File: src/rtl/ddr3_cmd_issue_if.sv
// Channel-request and controller-command signals for ddr3_cmd_issue.
// The master modport is the issuing block; the slave modport is its environment
// (the arbitration tree on the request side and the DDR3 controller app port).
interface ddr3_cmd_issue_if;
  // Request side, from the arbitration compare tree
  logic        i_ch_req;
  logic [4:0]  i_ch_num;
  logic [15:0] i_ch_priority;
  logic        i_ch_rd_wrn;
  logic [26:0] i_ch_start_addr;
  logic [11:0] i_ch_length;
  logic [31:0] o_ch_ack;
  logic        o_busy;
  // Controller application command port
  logic        o_app_en;
  logic [2:0]  o_app_cmd;
  logic [26:0] o_app_addr;
  logic        i_app_rdy;
  // Completion report
  logic        o_done;
  logic [4:0]  o_done_num;
  // Priority of the transfer in flight, for observation only
  logic [15:0] o_cur_priority;

  modport master (
    input  i_ch_req, i_ch_num, i_ch_priority, i_ch_rd_wrn, i_ch_start_addr,
           i_ch_length, i_app_rdy,
    output o_ch_ack, o_busy, o_app_en, o_app_cmd, o_app_addr, o_done,
           o_done_num, o_cur_priority
  );

  modport slave (
    output i_ch_req, i_ch_num, i_ch_priority, i_ch_rd_wrn, i_ch_start_addr,
           i_ch_length, i_app_rdy,
    input  o_ch_ack, o_busy, o_app_en, o_app_cmd, o_app_addr, o_done,
           o_done_num, o_cur_priority
  );
endinterface

File: src/rtl/ddr3_cmd_issue.sv
// DDR3 command issuer: accepts one arbitrated channel request, acknowledges it,
// issues one controller command per 8-word burst, reports completion, and then
// holds off new requests for P_HOLDOFF cycles.
module ddr3_cmd_issue #(
  parameter int unsigned P_HOLDOFF = 2
) (
  input  logic             i_clk,
  input  logic             i_rst,
  ddr3_cmd_issue_if.master bus
);

  typedef enum logic [2:0] {
    ST_IDLE,
    ST_ACK,
    ST_CMD,
    ST_DONE,
    ST_HOLD
  } state_t;

  // Last value of the holdoff counter before returning to IDLE
  localparam logic [3:0] HOLD_LAST = (P_HOLDOFF == 0) ? 4'd0 : 4'(P_HOLDOFF - 1);

  localparam logic [2:0] CMD_WRITE = 3'b000;
  localparam logic [2:0] CMD_READ  = 3'b001;

  state_t      state_q, state_d;
  logic [4:0]  num_q, num_d;
  logic [15:0] prio_q, prio_d;
  logic        rd_wrn_q, rd_wrn_d;
  logic [26:0] addr_q, addr_d;
  logic [9:0]  cnt_q, cnt_d;
  logic [3:0]  hold_q, hold_d;

  // State and captured-command registers with synchronous reset
  always_ff @(posedge i_clk) begin
    if (i_rst) begin
      state_q  <= ST_IDLE;
      num_q    <= '0;
      prio_q   <= '0;
      rd_wrn_q <= 1'b0;
      addr_q   <= '0;
      cnt_q    <= '0;
      hold_q   <= '0;
    end else begin
      state_q  <= state_d;
      num_q    <= num_d;
      prio_q   <= prio_d;
      rd_wrn_q <= rd_wrn_d;
      addr_q   <= addr_d;
      cnt_q    <= cnt_d;
      hold_q   <= hold_d;
    end
  end

  // Next-state logic and state-decoded outputs
  always_comb begin
    state_d  = state_q;
    num_d    = num_q;
    prio_d   = prio_q;
    rd_wrn_d = rd_wrn_q;
    addr_d   = addr_q;
    cnt_d    = cnt_q;
    hold_d   = hold_q;

    bus.o_ch_ack   = '0;
    bus.o_busy     = (state_q != ST_IDLE);
    bus.o_app_en   = 1'b0;
    bus.o_app_cmd  = CMD_WRITE;
    bus.o_app_addr = '0;
    bus.o_done     = 1'b0;
    bus.o_done_num = '0;

    case (state_q)
      ST_IDLE: begin
        if (bus.i_ch_req) begin
          num_d    = bus.i_ch_num;
          prio_d   = bus.i_ch_priority;
          rd_wrn_d = bus.i_ch_rd_wrn;
          addr_d   = bus.i_ch_start_addr;
          // Round the word count up to whole 8-word bursts (4095 -> 512)
          cnt_d    = 10'(({1'b0, bus.i_ch_length} + 13'd7) >> 3);
          state_d  = ST_ACK;
        end
      end

      ST_ACK: begin
        bus.o_ch_ack = 32'd1 << num_q;
        state_d      = (cnt_q == 10'd0) ? ST_DONE : ST_CMD;
      end

      ST_CMD: begin
        bus.o_app_en   = 1'b1;
        bus.o_app_cmd  = rd_wrn_q ? CMD_READ : CMD_WRITE;
        bus.o_app_addr = addr_q;
        // Command, address and enable simply stay put while the controller stalls
        if (bus.i_app_rdy) begin
          cnt_d  = cnt_q - 10'd1;
          addr_d = addr_q + 27'd8;
          if (cnt_q == 10'd1) begin
            state_d = ST_DONE;
          end
        end
      end

      ST_DONE: begin
        bus.o_done     = 1'b1;
        bus.o_done_num = num_q;
        hold_d         = '0;
        state_d        = (P_HOLDOFF == 0) ? ST_IDLE : ST_HOLD;
      end

      ST_HOLD: begin
        if (hold_q == HOLD_LAST) begin
          state_d = ST_IDLE;
        end else begin
          hold_d = hold_q + 4'd1;
        end
      end

      default: begin
        state_d = ST_IDLE;
      end
    endcase
  end

  assign bus.o_cur_priority = prio_q;

endmodule

File: src/flat_wrapper.sv
// flat-port wrapper written by rule: the top's interface ports become plain ports
module ddr3_cmd_issue_flat 
#(
  parameter int unsigned P_HOLDOFF = 2
)
  (i_clk, i_rst, bus_i_ch_req, bus_i_ch_num, bus_i_ch_priority, bus_i_ch_rd_wrn, bus_i_ch_start_addr, bus_i_ch_length, bus_i_app_rdy, bus_o_ch_ack, bus_o_busy, bus_o_app_en, bus_o_app_cmd, bus_o_app_addr, bus_o_done, bus_o_done_num, bus_o_cur_priority);
  ddr3_cmd_issue_if bus_i ();
  input  logic i_clk;
  input  logic i_rst;
  input wire logic [$bits(bus_i.i_ch_req)-1:0] bus_i_ch_req;
  input wire logic [$bits(bus_i.i_ch_num)-1:0] bus_i_ch_num;
  input wire logic [$bits(bus_i.i_ch_priority)-1:0] bus_i_ch_priority;
  input wire logic [$bits(bus_i.i_ch_rd_wrn)-1:0] bus_i_ch_rd_wrn;
  input wire logic [$bits(bus_i.i_ch_start_addr)-1:0] bus_i_ch_start_addr;
  input wire logic [$bits(bus_i.i_ch_length)-1:0] bus_i_ch_length;
  input wire logic [$bits(bus_i.i_app_rdy)-1:0] bus_i_app_rdy;
  output wire logic [$bits(bus_i.o_ch_ack)-1:0] bus_o_ch_ack;
  output wire logic [$bits(bus_i.o_busy)-1:0] bus_o_busy;
  output wire logic [$bits(bus_i.o_app_en)-1:0] bus_o_app_en;
  output wire logic [$bits(bus_i.o_app_cmd)-1:0] bus_o_app_cmd;
  output wire logic [$bits(bus_i.o_app_addr)-1:0] bus_o_app_addr;
  output wire logic [$bits(bus_i.o_done)-1:0] bus_o_done;
  output wire logic [$bits(bus_i.o_done_num)-1:0] bus_o_done_num;
  output wire logic [$bits(bus_i.o_cur_priority)-1:0] bus_o_cur_priority;
  assign bus_i.i_ch_req = bus_i_ch_req;
  assign bus_i.i_ch_num = bus_i_ch_num;
  assign bus_i.i_ch_priority = bus_i_ch_priority;
  assign bus_i.i_ch_rd_wrn = bus_i_ch_rd_wrn;
  assign bus_i.i_ch_start_addr = bus_i_ch_start_addr;
  assign bus_i.i_ch_length = bus_i_ch_length;
  assign bus_i.i_app_rdy = bus_i_app_rdy;
  assign bus_o_ch_ack = bus_i.o_ch_ack;
  assign bus_o_busy = bus_i.o_busy;
  assign bus_o_app_en = bus_i.o_app_en;
  assign bus_o_app_cmd = bus_i.o_app_cmd;
  assign bus_o_app_addr = bus_i.o_app_addr;
  assign bus_o_done = bus_i.o_done;
  assign bus_o_done_num = bus_i.o_done_num;
  assign bus_o_cur_priority = bus_i.o_cur_priority;
  ddr3_cmd_issue #(.P_HOLDOFF(P_HOLDOFF)) u_core (.i_clk(i_clk), .i_rst(i_rst), .bus(bus_i));
endmodule
File: config.mk
export PLATFORM = sky130hd
export DESIGN_NAME = ddr3_cmd_issue_flat
export DESIGN_NICKNAME = d
export VERILOG_FILES = /design/src/rtl/ddr3_cmd_issue_if.sv /design/src/rtl/ddr3_cmd_issue.sv /design/src/flat_wrapper.sv
export SDC_FILE = /design/constraint.sdc
export NUM_CORES = 1
export LEC_CHECK = 0
export ABC_AREA = 1
export CORE_ASPECT_RATIO = 1.25
export CORE_MARGIN = 2
export CORE_UTILIZATION = 65
export DETAILED_ROUTE_END_ITERATION = 6
export DONT_BUFFER_PORTS = 1
export MAX_ROUTING_LAYER = met4
export PLACE_DENSITY = 0.81
export RECOVER_POWER = 25
export SLEW_MARGIN = 20
export SYNTH_ARGS = -nofsm -noshare
export SYNTH_HDL_FRONTEND = slang
export SYNTH_SLANG_ARGS = --single-unit
File: constraint.sdc
create_clock -name i_clk -period 3 [get_ports i_clk]
set_input_delay 0.75 -clock i_clk [delete_from_list [all_inputs] [get_ports i_clk]]
set_output_delay 0.75 -clock i_clk [all_outputs]
set_load 0.01 [all_outputs]
* After elaboration in Yosys (flattened, before gate mapping) *
Index checks and enable logic that the tools add are counted.

storage, ports and cells
  bits in registers = 66
  bits of input ports = 65
  output and inout bits = 86
  logic and storage cells = 53

operators by class
  add/subtract/negate cells = 4
  equality and inequality tests = 11
  shift operators = 1
  multiplexer cells = 21
  reduce and logical (&&, ||, !) cells = 9

operators with widths
  cell                                                count
  2-to-1 mux 27 bit                                   3
  case mux 27 bit (2 select lines)                    1
  2-to-1 mux 32 bit                                   1
  left shift 1 x 5 -> 32 bit, first input constant    1
  adder 27 x 4 -> 27 bit, second input constant       1
  2-to-1 mux 10 bit                                   2
  case mux 10 bit (2 select lines)                    1
  2-to-1 mux 3 bit                                    5
  case mux 3 bit (5 select lines)                     1
  adder 12 x 3 -> 13 bit, second input constant       1
  == test 10 x 1 -> 1 bit, second input constant      1
  logical NOT 10 bit                                  1
  subtractor 10 x 1 -> 10 bit, second input constant  1
  case mux 4 bit (2 select lines)                     1
  == test 3 x 2 -> 1 bit, second input constant       2
  != test 2 bit, second input constant                3
  2-to-1 mux 5 bit                                    1
  adder 4 x 1 -> 4 bit, second input constant         1
  == test 4 x 1 -> 1 bit, second input constant       1
  2-to-1 mux 1 bit                                    4
  2-to-1 mux 4 bit                                    1
  != test 2 x 1 -> 1 bit, second input constant       2
  AND reduction 2 bit                                 2
  AND reduction 4 bit                                 1
  6 further kinds                                     7

* Logic depth before layout (Yosys ltp) *
  word-level depth = 4
  gate-level depth with buffers = 10
  mapped depth without buffers = 10

* Worst setup path before layout *
Ideal clock, no wire load.

  path kind = reg-to-output
  start = register u_core.state_q[2]
  end = output bus_o_ch_ack[10]
  arrival = 1.143 ns
  required time = 2.250 ns
  slack = 1.107 ns
  cell stages (with the launch flop) = 7
  buffers on the path = 1
  path through = dfxtp_1 > nor2_2 > nand2_1 > inv_1 > nand2_1 > clkbuf_1 > nor2_1

between the ends
  longest elaborated chain between the ends = 2

RTL lines
  item                      RTL line              source
  start: declaration        ddr3_cmd_issue.sv:26  state_t state_q, state_d;
  start signal: assignment  ddr3_cmd_issue.sv:45  state_q <= state_d;
  == test 3 x 1 -> 1 bit    ddr3_cmd_issue.sv:73  case (state_q)
  2-to-1 mux 32 bit         ddr3_cmd_issue.sv:73
  end: declaration          flat_wrapper.sv:17    output wire logic [$bits(bus_i.o_ch_ack)-1:0] bus_o_ch_ack;

No other way between the ends.

* Final worst setup path *
  start = register u_core.state_q[0]
  end = output bus_o_app_en

between the ends
  longest elaborated chain between the ends = 2

RTL lines
  item                    RTL line              source
  == test 3 x 2 -> 1 bit  ddr3_cmd_issue.sv:73
  2-to-1 mux 1 bit        ddr3_cmd_issue.sv:73
  end: declaration        flat_wrapper.sv:19    output wire logic [$bits(bus_i.o_app_en)-1:0] bus_o_app_en;

No other way between the ends.

==> run_summary.xml <==
<?xml version="1.0" encoding="UTF-8"?>
<metrics>
  <group name="clocking">
    <metric name="number_of_buffers_created_by_cts" unit="">9</metric>
    <metric name="depth_of_the_cts_h_tree" unit="">3</metric>
    <metric name="cts_sinks" unit="">66</metric>
    <metric name="count_of_hold_fix_buffers_inserted_at_cts" unit="">0</metric>
    <metric name="tritoncts" unit="">built</metric>
    <metric name="post_cts_resize_count" unit="">0</metric>
    <metric name="clk-insertion-delay-late" unit="ps">360</metric>
    <metric name="cts.path.max_buffers" unit="">2</metric>
    <metric name="clk_root_buffer_cell" unit="">sky130_fd_sc_hd__clkbuf_8</metric>
    <metric name="cts.repair_timing.setup_buffer_count" unit="">0</metric>
    <metric name="path_clk_slew" unit="ps">80</metric>
  </group>
  <group name="drt">
    <metric name="viasPerCell" unit="">5.767</metric>
    <metric name="detail_route.first_pass.iterations" unit="">5</metric>
    <metric name="dr_total_vias" unit="">4596</metric>
    <metric name="route.detailed.wl_per_inst" unit="um">14.45</metric>
    <metric name="drt-total-wl" unit="um">11510</metric>
    <metric name="remaining_drc_errors" unit="">0</metric>
    <metric name="drt_antenna_net_count" unit="">0</metric>
    <metric name="first_iter_violations" unit="">270</metric>
  </group>
  <group name="yosys">
    <metric name="postSynth.topFlopCell" unit="">sky130_fd_sc_hd__dfxtp_1</metric>
    <metric name="yosys.cell_types.count" unit="">33</metric>
    <metric name="synth-seq-area-share" unit="%">30.80</metric>
    <metric name="yosysMostFrequentCell" unit="">sky130_fd_sc_hd__nand2_1</metric>
    <metric name="synth_area_per_cell" unit="um^2">5.942</metric>
    <metric name="synth_common_cells" unit="">sky130_fd_sc_hd__nand2_1, sky130_fd_sc_hd__nor2_1, sky130_fd_sc_hd__inv_1, sky130_fd_sc_hd__dfxtp_1, sky130_fd_sc_hd__a21oi_1</metric>
    <metric name="synth_area" unit="um^2">4290</metric>
    <metric name="synth-edff-count" unit="">0</metric>
    <metric name="synthTopCellsByArea" unit="">sky130_fd_sc_hd__dfxtp_1, sky130_fd_sc_hd__nand2_1, sky130_fd_sc_hd__nor2_1</metric>
    <metric name="synth.largest_area_cell" unit="">sky130_fd_sc_hd__dfxtp_1</metric>
    <metric name="synthCells" unit="">722</metric>
    <metric name="ys_async_sr_fraction" unit="%">0</metric>
    <metric name="synth-seq-cells" unit="">66</metric>
    <metric name="synth_largest_type_area_fraction" unit="%">30.80</metric>
    <metric name="synth_warnings" unit="">0</metric>
  </group>
  <group name="power_and_ir_drop">
    <metric name="vdd.ir_drop.worst" unit="uV">552.5</metric>
    <metric name="switching_power" unit="mW">1.778</metric>
    <metric name="netSwitchingFraction" unit="%">47.18</metric>
    <metric name="power.static_leakage" unit="nW">1.819</metric>
    <metric name="power.share.combinational" unit="%">41.6</metric>
    <metric name="clock_power_share" unit="%">21.0</metric>
    <metric name="power_report.internal_total" unit="mW">1.990</metric>
    <metric name="p_seq_share" unit="%">37.4</metric>
    <metric name="power.density" unit="nW/um^2">843.2</metric>
  </group>
  <group name="critical_path">
    <metric name="worst_ep_required" unit="ps">2250</metric>
    <metric name="r2r_slack" unit="ps">540</metric>
    <metric name="critical-path-slowest-cell" unit="">sky130_fd_sc_hd__inv_2</metric>
    <metric name="cp-end-kind" unit="">output port</metric>
    <metric name="crit_path_cell_trace" unit="">inv_1, nand3_2, inv_2, buf_4</metric>
    <metric name="slowest_delay" unit="ps">380</metric>
    <metric name="path_buf_inv" unit="">3</metric>
    <metric name="worst-path-max-fanout" unit="">17</metric>
    <metric name="timing.setup.critical_path_class" unit="">flop to output port</metric>
    <metric name="top_family_by_delay_on_critical_path" unit="">buffers and inverters</metric>
    <metric name="launch_instance_of_the_worst_register_to_register_path" unit="">u_core.state_q[0]</metric>
    <metric name="critPathLaunchType" unit="">flop</metric>
    <metric name="timing.critical_path.arrival" unit="ps">1800</metric>
    <metric name="worst_setup_path_startpoint" unit="">u_core.state_q[0]</metric>
  </group>
  <group name="floorplan">
    <metric name="horizontal_extent_of_the_die" unit="um">76.67</metric>
    <metric name="design.die.area" unit="um^2">7271</metric>
    <metric name="placementRows" unit="">33</metric>
    <metric name="standard_cell_core_area" unit="um^2">6482</metric>
    <metric name="floorplan.initialDensity" unit="%">66.18</metric>
    <metric name="die-height" unit="um">94.84</metric>
    <metric name="top_level_ports" unit="">151</metric>
  </group>
  <group name="global_route">
    <metric name="grt_first_pass_wirelength" unit="um">18060</metric>
    <metric name="initial_antenna_violation_count" unit="">0</metric>
    <metric name="grt_pass1_vias" unit="">4146</metric>
    <metric name="global_route.overflow_total" unit="">0</metric>
    <metric name="grt_usage" unit="%">31.39</metric>
    <metric name="largest_net_degree_at_the_start_of_global_routing" unit="">43</metric>
  </group>
  <group name="timing">
    <metric name="report.final.setup_viol" unit="">0</metric>
    <metric name="relSlewSlack" unit="%">11.19</metric>
    <metric name="worstMarginPinSlew" unit="ps">1332</metric>
    <metric name="setup_tns_final" unit="ps">0</metric>
    <metric name="timing.final.crit_share" unit="%">84.92</metric>
    <metric name="rsz0062_at_grt" unit="">no</metric>
    <metric name="clock_skew" unit="ps">13.58</metric>
    <metric name="achievable-frequency" unit="GHz">0.3925</metric>
    <metric name="timing.hold.ws" unit="ps">453.3</metric>
    <metric name="slew_viol_final" unit="">0</metric>
    <metric name="finalCriticalPeriod" unit="ps">2548</metric>
    <metric name="finalHoldViolCount" unit="">0</metric>
  </group>
  <group name="hold_path">
    <metric name="hold_path_class" unit="">flop to flop</metric>
    <metric name="timing.hold.worst.start" unit="">u_core.rd_wrn_q</metric>
  </group>
  <group name="placement">
    <metric name="gpl.final_weighted_congestion" unit="">0.9443</metric>
    <metric name="dp_hpwl" unit="um">8338</metric>
    <metric name="port_buffers" unit="">0</metric>
    <metric name="cell_area_after_placement" unit="um^2">4277</metric>
  </group>
  <group name="layout">
    <metric name="design.final.nets" unit="">775</metric>
    <metric name="stdcell_area" unit="um^2">4468</metric>
    <metric name="drive_gt1_share" unit="%">4.507</metric>
    <metric name="n_antenna_cell" unit="">0</metric>
    <metric name="area_delta_synth_final" unit="%">4.141</metric>
  </group>
  <group name="status">
    <metric name="status" unit="">finished, final reports clean</metric>
  </group>
  <group name="job">
    <metric name="cap_violations" unit="">0</metric>
  </group>
</metrics>
## kinds of logic (layout without fill, tap and decap cells)
logic type               after synthesis  count (layout)  share of synthesized area (%)
AND/OR/NAND/NOR                      402             402                          40.33
AO/OA/AOI/OAI                        126             126                          15.46
buffers and inverters                119             106                          11.26
flip-flops                            66              66                          30.80
adder cells (fa/ha/maj)                5               5                          1.458
XOR/XNOR                               3               3                         0.6125
other                                  1               2                        0.08741
## stage by stage
stage	setup WS, ps	utilization, %	total power, mW	instances
after global routing	247.6	68.92	4.068	797
after detailed placement	829.7	65.97	2.975	781
after CTS	505.1	69.16	3.766	797
final	452.3	68.92	3.767	797
after floorplan	1107	-	2.679	723
after global placement	871.0	65.97	2.924	781
## path summary, 6_finish.rpt
check                         end  depth (start not counted)
setup / recovery     bus_o_app_en                          4
hold / removal    u_core.rd_wrn_q                          2
setup reg to reg  u_core.cnt_q[2]                          6
hold reg to reg   u_core.rd_wrn_q                          2
## worst min-delay path, cell delays in order, from the launching register on
cell and delay (ps):
sky130_fd_sc_hd__dfxtp_1 300, sky130_fd_sc_hd__inv_1 60, sky130_fd_sc_hd__a21oi_1 50
## cells in the final DEF (no fill, tap or decap)
master                       Yosys  routed
sky130_fd_sc_hd__bufinv_16       0       1
sky130_fd_sc_hd__o21bai_1        3       3
sky130_fd_sc_hd__inv_6           0       3
sky130_fd_sc_hd__or2_2           1       1
sky130_fd_sc_hd__nor3_4          1       1
sky130_fd_sc_hd__o211ai_1        3       3
sky130_fd_sc_hd__conb_1          1       2
sky130_fd_sc_hd__nand3b_1        3       3
sky130_fd_sc_hd__nor2_2          3       2
sky130_fd_sc_hd__clkinv_1        6       6
sky130_fd_sc_hd__clkbuf_1       15       2
sky130_fd_sc_hd__clkinvlp_4      0       2
sky130_fd_sc_hd__a22oi_1         2       2
sky130_fd_sc_hd__and3_1          2       2
sky130_fd_sc_hd__nor2_1        135     136
sky130_fd_sc_hd__nand2_2         2       2
sky130_fd_sc_hd__dfxtp_1        66      66
sky130_fd_sc_hd__nand3_1        43      44
sky130_fd_sc_hd__a31oi_1        10      10
sky130_fd_sc_hd__nand4_1        32      32
sky130_fd_sc_hd__or2_0           1       1
sky130_fd_sc_hd__inv_8           0       1
sky130_fd_sc_hd__buf_4           6       3
sky130_fd_sc_hd__nor3_1          5       5
sky130_fd_sc_hd__nand2_1       169     169
sky130_fd_sc_hd__o21ai_1        32      32
sky130_fd_sc_hd__inv_1          74      76
sky130_fd_sc_hd__o21ai_0        28      28
sky130_fd_sc_hd__a21oi_1        48      48
sky130_fd_sc_hd__inv_2           5       3
sky130_fd_sc_hd__ha_1            5       5
sky130_fd_sc_hd__clkbuf_8        0       9
sky130_fd_sc_hd__nand2_4         1       1
sky130_fd_sc_hd__nor2_4          2       2
sky130_fd_sc_hd__nand3_2         2       1
sky130_fd_sc_hd__xor2_1          3       3
## power by group through the flow
| stage | Combinational [mW] | Sequential (mW) | Clock [mW] |
|---|---|---|---|
| 6_report | 1.57 | 1.41 | 0.790 |
| 5_1_grt | 1.79 | 1.45 | 0.834 |
| 4_1_cts | 1.56 | 1.40 | 0.796 |
| 3_5_place_dp | 1.55 | 1.42 | 0 |
| 3_3_place_gp | 1.51 | 1.41 | 0 |
| 2_1_floorplan | 1.35 | 1.33 | 0 |
## state kept, by name, indices dropped and copies added (netlist names)
register	cells
u_core.addr_q	27
u_core.bus.o_cur_priority	16
u_core.num_q	5
u_core.state_q	3
u_core.rd_wrn_q	1
u_core.cnt_q	10
u_core.hold_q	4
## area by class of cell
cell class / instances / area [um^2]
tap: 87 / 108.9
timing repair buffer: 5 / 30.03
fill: 645 / 2014
sequential: 66 / 1321
inverter: 85 / 319.1
multi-input combinational: 538 / 2482
clock inverter: 7 / 82.58
clock buffer: 9 / 123.9
## routing by layer
layer / share of wire (%) / wire length [um] / GRT usage (%)
met5: 0 / 0 / -
met4: 3.2 / 369 / 14.70
met3: 6.7 / 773 / 6.979
met2: 50 / 5770 / 54.53
met1: 40 / 4600 / 34.30
Note: power is estimated with default switching activity, not from simulation.
